**src/rtl/elm_hidden_neuron.sv**
```systemverilog
// One ELM hidden-layer neuron: streams features against a weight ROM, accumulates
// with saturation, adds bias, rescales, saturates and applies ReLU.
module elm_hidden_neuron #(
  parameter int layerNo      = 1,
  parameter int neuronNo     = 0,
  parameter int numWeight    = 784,
  parameter int addressWidth = 10,
  parameter int dataWidth    = 16,
  parameter int fracWidth    = 8
) (
  input  logic                    clk,
  input  logic                    rst,
  input  logic [dataWidth-1:0]    myinput,
  input  logic                    myinputValid,
  input  logic [dataWidth-1:0]    biasIn,
  output logic                    w_ren,
  output logic [addressWidth:0]   w_raddr,
  input  logic [dataWidth-1:0]    w_rdata,
  output logic [dataWidth-1:0]    out,
  output logic                    outvalid
);

  localparam int PW = 2 * dataWidth;
  localparam logic [addressWidth:0]    LAST = (addressWidth + 1)'(numWeight - 1);
  localparam logic signed [PW-1:0]     PMAX = {1'b0, {(PW-1){1'b1}}};
  localparam logic signed [PW-1:0]     PMIN = {1'b1, {(PW-1){1'b0}}};
  localparam logic signed [PW-1:0]     DMAX_W = {{(PW-dataWidth+1){1'b0}}, {(dataWidth-1){1'b1}}};
  localparam logic signed [PW-1:0]     DMIN_W = {{(PW-dataWidth+1){1'b1}}, {(dataWidth-1){1'b0}}};

  // layer/neuron indices only identify the instance
  logic unused_params;
  assign unused_params = ^{layerNo[0], neuronNo[0]};

  logic [addressWidth:0]         rcnt;
  logic [addressWidth:0]         pcnt;
  logic [dataWidth-1:0]          in_d;
  logic signed [PW-1:0]          prod;
  logic signed [PW-1:0]          sum;
  logic signed [PW-1:0]          fin;
  logic                          v1, v2, v3;

  logic signed [PW-1:0]          mult;
  logic signed [PW:0]            acc_ext;
  logic signed [PW-1:0]          acc_sat;
  logic signed [PW-1:0]          bias_sh;
  logic signed [PW:0]            t_ext;
  logic signed [PW-1:0]          t_sat;
  logic signed [PW-1:0]          shifted;
  logic signed [PW-1:0]          clipped;
  logic [dataWidth-1:0]          result;

  assign w_ren   = myinputValid;
  assign w_raddr = rcnt;

  always_comb begin
    mult    = PW'($signed(in_d)) * PW'($signed(w_rdata));

    acc_ext = {sum[PW-1], sum} + {prod[PW-1], prod};
    acc_sat = acc_ext[PW-1:0];
    if (acc_ext[PW] != acc_ext[PW-1])
      acc_sat = acc_ext[PW] ? PMIN : PMAX;

    // bias is a dataWidth fixed-point value; align it with the product format
    bias_sh = {{(PW-dataWidth){biasIn[dataWidth-1]}}, biasIn} <<< fracWidth;
    t_ext   = {fin[PW-1], fin} + {bias_sh[PW-1], bias_sh};
    t_sat   = t_ext[PW-1:0];
    if (t_ext[PW] != t_ext[PW-1])
      t_sat = t_ext[PW] ? PMIN : PMAX;

    shifted = t_sat >>> fracWidth;
    clipped = shifted;
    if (shifted > DMAX_W)
      clipped = DMAX_W;
    else if (shifted < DMIN_W)
      clipped = DMIN_W;

    result = clipped[PW-1] ? '0 : clipped[dataWidth-1:0];
  end

  always_ff @(posedge clk) begin
    if (rst) begin
      rcnt     <= '0;
      pcnt     <= '0;
      in_d     <= '0;
      prod     <= '0;
      sum      <= '0;
      fin      <= '0;
      v1       <= 1'b0;
      v2       <= 1'b0;
      v3       <= 1'b0;
      out      <= '0;
      outvalid <= 1'b0;
    end else begin
      if (myinputValid)
        rcnt <= (rcnt == LAST) ? '0 : rcnt + (addressWidth + 1)'(1);

      v1 <= myinputValid;
      if (myinputValid)
        in_d <= myinput;

      v2 <= v1;
      if (v1)
        prod <= mult;

      // the vector's last product hands its total to S3 and restarts the accumulator
      v3 <= 1'b0;
      if (v2) begin
        if (pcnt == LAST) begin
          fin  <= acc_sat;
          v3   <= 1'b1;
          sum  <= '0;
          pcnt <= '0;
        end else begin
          sum  <= acc_sat;
          pcnt <= pcnt + (addressWidth + 1)'(1);
        end
      end

      outvalid <= v3;
      if (v3)
        out <= result;
    end
  end

endmodule
```
**config.mk**
```make
export PLATFORM = sky130hd
export DESIGN_NAME = elm_hidden_neuron
export DESIGN_NICKNAME = d
export VERILOG_FILES = /design/src/rtl/elm_hidden_neuron.sv
export SDC_FILE = /design/constraint.sdc
export NUM_CORES = 1
export LEC_CHECK = 0
export CAP_MARGIN = 20
export CORE_MARGIN = 3
export CORE_UTILIZATION = 40
export CTS_CLUSTER_SIZE = 30
export DETAILED_ROUTE_END_ITERATION = 16
export HOLD_SLACK_MARGIN = 0.06
export SLEW_MARGIN = 20
export SYNTH_ARGS = -nofsm -noshare
export SYNTH_HDL_FRONTEND = slang
export SYNTH_SLANG_ARGS = --single-unit
```
**constraint.sdc**
```tcl
create_clock -name clk -period 21.9 [get_ports clk]
set_input_delay 4.38 -clock clk [delete_from_list [all_inputs] [get_ports clk]]
set_output_delay 4.38 -clock clk [all_outputs]
set_load 0.01 [all_outputs]
```
* After elaboration in Yosys (flattened, before gate mapping)
Index checks and enable logic that the tools add are counted.
Word-level totals: input bits 51, output and inout bits 29, register bits 154, word-level logic and storage cells 36
Cells by class: multiplexer cells 11, equal/unequal tests 4, reduce and logical (&&, ||, !) cells 2, order comparisons 2, bitwise logic cells 1, multipliers 1, add/subtract/negate cells 4
Operator list (number):
- 2-to-1 mux 32 bit | 7
- adder 32 x 24 -> 33 bit | 1
- adder 32 x 32 -> 33 bit | 1
- multiplier 16 x 16 -> 32 bit | 1
- > comparator 24 x 16 -> 1 bit (second input constant) | 1
- < comparator 24 x 16 -> 1 bit (second input constant) | 1
- adder 11 x 1 -> 11 bit (second input constant) | 2
- == test 11 x 10 -> 1 bit (second input constant) | 2
- 2-to-1 mux 11 bit | 2
- 2-to-1 mux 16 bit | 1
- != test 1 bit | 2
- AND reduction 2 bit | 1
- OR reduction 2 bit | 1
- 2-to-1 mux 1 bit | 1
- inverter 1 bit | 1

* Depth between registers and ports, before layout
depth in word-level cells 7, mapped depth 26, mapped depth without buffers 24

* Worst setup path after synthesis
Ideal clock, no wire load.
kind input to register, from input w_rdata[5], to register prod[27], stages on the path 20, setup slack 11.833 ns, path buffers 1, required time 21.769 ns, library setup time 0.131 ns, data arrival time 9.936 ns, cell sequence clkbuf_1 > nand2_1 > fa_1 > inv_1 > fa_1 > inv_1 > fa_1 > inv_1 > fa_1 > fa_1 > inv_1 > fa_1 > inv_1 > ha_1 > and2_1 > a22o_1 > or3_1 > a21oi_1 > xor2_1 > o22ai_1
Between the ends: cells in the longest elaborated chain, start to end 1
RTL lines:
- start: declaration | RTL line 18 | input logic [dataWidth-1:0] w_rdata,
- multiplier 16 x 16 -> 32 bit | RTL line 56 | mult = PW'($signed(in_d)) * PW'($signed(w_rdata));
- end signal: assignment | RTL line 103 | prod <= mult;
- end: declaration | RTL line 37 | logic signed [PW-1:0] prod;
Every way passes these cells. A chain may end at the register's enable or synchronous reset.

* Worst setup path in the final report
from input w_rdata[9], to register prod[30]
Same word-level chain as after synthesis.

==> impl_metrics.ini <==
[status]
status = finished, final reports clean

[place]
gp_congestion = 0.8621
portBuffers = 79
dpl.hpwl_mm = 34.43
place_area_um2 = 19610
dp_cells = 2740

[pwr]
switching_share_pct = 44.98
internal_power_mw = 0.9134
p_leak_nw = 9.318
peakVddDrop_v = 0.00008066
seqPwrFrac_pct = 18.2
p_per_area_nw_per_um2 = 82.04
p_comb_share_pct = 62.8
p_switching_mw = 0.7469
p_clk_share_pct = 19.0

[sta]
fmax_ghz = 0.09182
totalNegativeSetupSlack_ns = 0
hold_slack_ns = 0.4501
slew_viol_final = 0
fin_crit_sh_pct = 49.73
fin_skew_ns = 0.01322
relSlewSlack_pct = 33.77
tightest_slew_ns = 0.9935
rsz0062_at_grt = no
setup_viol = 0
layout_min_cycle_time_ns = 10.89
finalHoldViolCount = 0

[final_layout]
fin_area_um2 = 20240
final_net_count = 2626
final_cells = 2774
final_common_cell = inv_1
syn_to_final_growth_pct = 10.49
fin_util_pct = 45.27
fillerInstances = 4418
drive_above_1_share_pct = 3.530
mostFrequentLayoutCells = inv_1, fa_1, nand2_1

[min_path]
hp-class = reg -> reg

[setup_path]
path_max_fanout = 16
crit_arrival_ns = 11.21
critical_path_class = in -> reg
end_kind = flop
worst_setup_path_start_kind = primary input
cp_data_required_time_ns = 22.21

[logic_synthesis]
synth_area_um2 = 18320
synthFlopType = dfxtp_1
syn_nets = 2597
syn_inst = 2139
ys_types = 73
ys_ff_latch = 146
synth-edff-count = 0
yosysWarnings = 0
synthArstFlopShare_pct = 0
ys_seq_area_share_pct = 15.96
avgSynthCellArea_um2 = 8.564

[routing]
avgRoutedWirePerCell_um = 15.31
drc = 0
via_per_inst = 5.139
totalWireLength_mm = 42.48
ant_nets = 0
drt-pass1-iter-count = 7
vias = 14260
drtIter0Drc = 761

[grt]
grt_pass1_wl_mm = 74.15
grt_antenna_before_repair = 1
grt_pass1_vias = 15450
grt_start_max_net_pins = 56
grt_usage_pct = 19.01
grt-ovfl-total = 0

[die]
fp.dieArea_um2 = 48400
ioPinCount = 80
chipWidth_um = 220.0
dieHeight_um = 220.0
rows = 77
core_area_um2 = 44700
start_util_pct = 40.98

[clocking]
cts_tree = yes
cts-buffers-inserted = 17
postCtsHoldBufs = 0
h-tree-depth = 4
clock_path_buffers = 2
root_buffer = clkbuf_16
clk_pin_slew_ns = 0.06
cts_resized = 0
clock-sinks = 146
insertion_delay_ns = 0.47
cts_setup_buffers = 0

[run]
drv_cap = 0
## cell type report
cell class	count	area, µm²	share of cell area, %
Clock buffer	21	470.5	2.325
Tap cell	592	740.7	3.660
Multi-Input combinational cell	1570	13790	68.16
Sequential cell	146	2924	14.45
Timing Repair Buffer	89	863.3	4.266
Clock inverter	11	151.4	0.7481
Inverter	344	1291	6.380
Antenna cell	1	2.502	0.01236
## cell families (layout without fill, tap and decap cells)
| group | count (synthesis) | in the layout | synth area share [%] |
|---|---|---|---|
| AO/OA/AOI/OAI | 357 | 357 | 12.42 |
| multiplexers | 45 | 45 | 2.459 |
| XOR/XNOR | 91 | 91 | 4.351 |
| flip-flops | 146 | 146 | 15.96 |
| adder cells (fa/ha/maj) | 408 | 408 | 38.67 |
| buffers and inverters | 423 | 465 | 8.750 |
| AND/OR/NAND/NOR | 669 | 669 | 17.39 |
| other | 0 | 1 | 0 |
## sequential cells by signal, summed over array words and instances (netlist names)
name and flops:
v2 1, v3 1, fin 24, pcnt 11, out 16, outvalid 1
sum 32, in_d 16, prod 32, w_raddr 11, v1 1
## per-stage QoR
stage	setup slack [ns]	power (mW)
floorplan	11.83	1.136
CTS	11.01	1.691
finish	11.01	1.660
detailed placement	10.54	1.364
global route	10.56	1.869
global placement	10.82	1.340
## path summary, 6_finish.rpt
check | from | to | slack (ns) | cells after the start
worst max-delay path | w_rdata[9] | prod[30] | 11.01 | 21
worst max register to register | in_d[9] | prod[30] | 15.03 | 20
worst min register to register | sum[6] | sum[6] | 0.45 | 2
worst min-delay path | sum[6] | sum[6] | 0.45 | 2
## power by group through the flow
stage,clock network (mW),logic [mW],registers [mW]
finish,0.315,1.04,0.302
CTS,0.325,1.06,0.302
global placement,0,1.03,0.308
detailed placement,0,1.06,0.308
floorplan,0,0.838,0.297
global route,0.336,1.23,0.305
## worst max-delay path: stages
cell	delay (ns)
clkdlybuf4s50_1	0.94
nand2_1	0.18
fa_1	0.58
inv_1	0.05
fa_1	0.49
inv_1	0.05
fa_1	0.47
inv_1	0.06
fa_1	0.53
fa_1	0.56
inv_1	0.06
fa_1	0.53
inv_1	0.04
ha_1	0.36
nand3_1	0.18
o21ai_0	0.49
a31oi_1	0.22
o41ai_1	0.62
a31oi_1	0.18
xnor2_1	0.16
o22ai_1	0.09
## cell usage after synthesis (6+ instances only)
library cell	count	area share, %
o21ai_0	64	1.7
o211ai_1	14	0.57
o21ai_1	38	1.0
or2_2	6	0.20
ha_1	143	9.8
xnor2_1	56	2.7
a211oi_1	28	1.1
fa_1	264	29
clkbuf_1	63	1.3
xor2_1	35	1.7
and2_1	122	4.2
o21a_1	10	0.41
nand2_1	232	4.8
nand4_1	10	0.34
and3_1	14	0.48
dfxtp_1	146	16
nor2_1	171	3.5
nand2b_1	17	0.58
buf_2	6	0.16
o21bai_1	12	0.49
a21o_1	25	1.0
a31oi_1	12	0.41
nor2b_1	15	0.51
nor3_1	17	0.46
o22ai_1	6	0.20
nand3_1	22	0.60
a21oi_1	98	2.7
mux2i_1	45	2.5
inv_1	344	7.0
buf_1	8	0.16
or3_1	13	0.44
## layer usage
metal / routed length, µm / up-vias / global-route usage [%]
met5: 0 / - / 0
met4: 963 / 0 / 6.096
met3: 1292 / 60 / 2.427
met2: 21620 / 232 / 34.13
met1: 18610 / 7043 / 23.68
li1: - / 6921 / -
(Power assumes the default switching activity.)
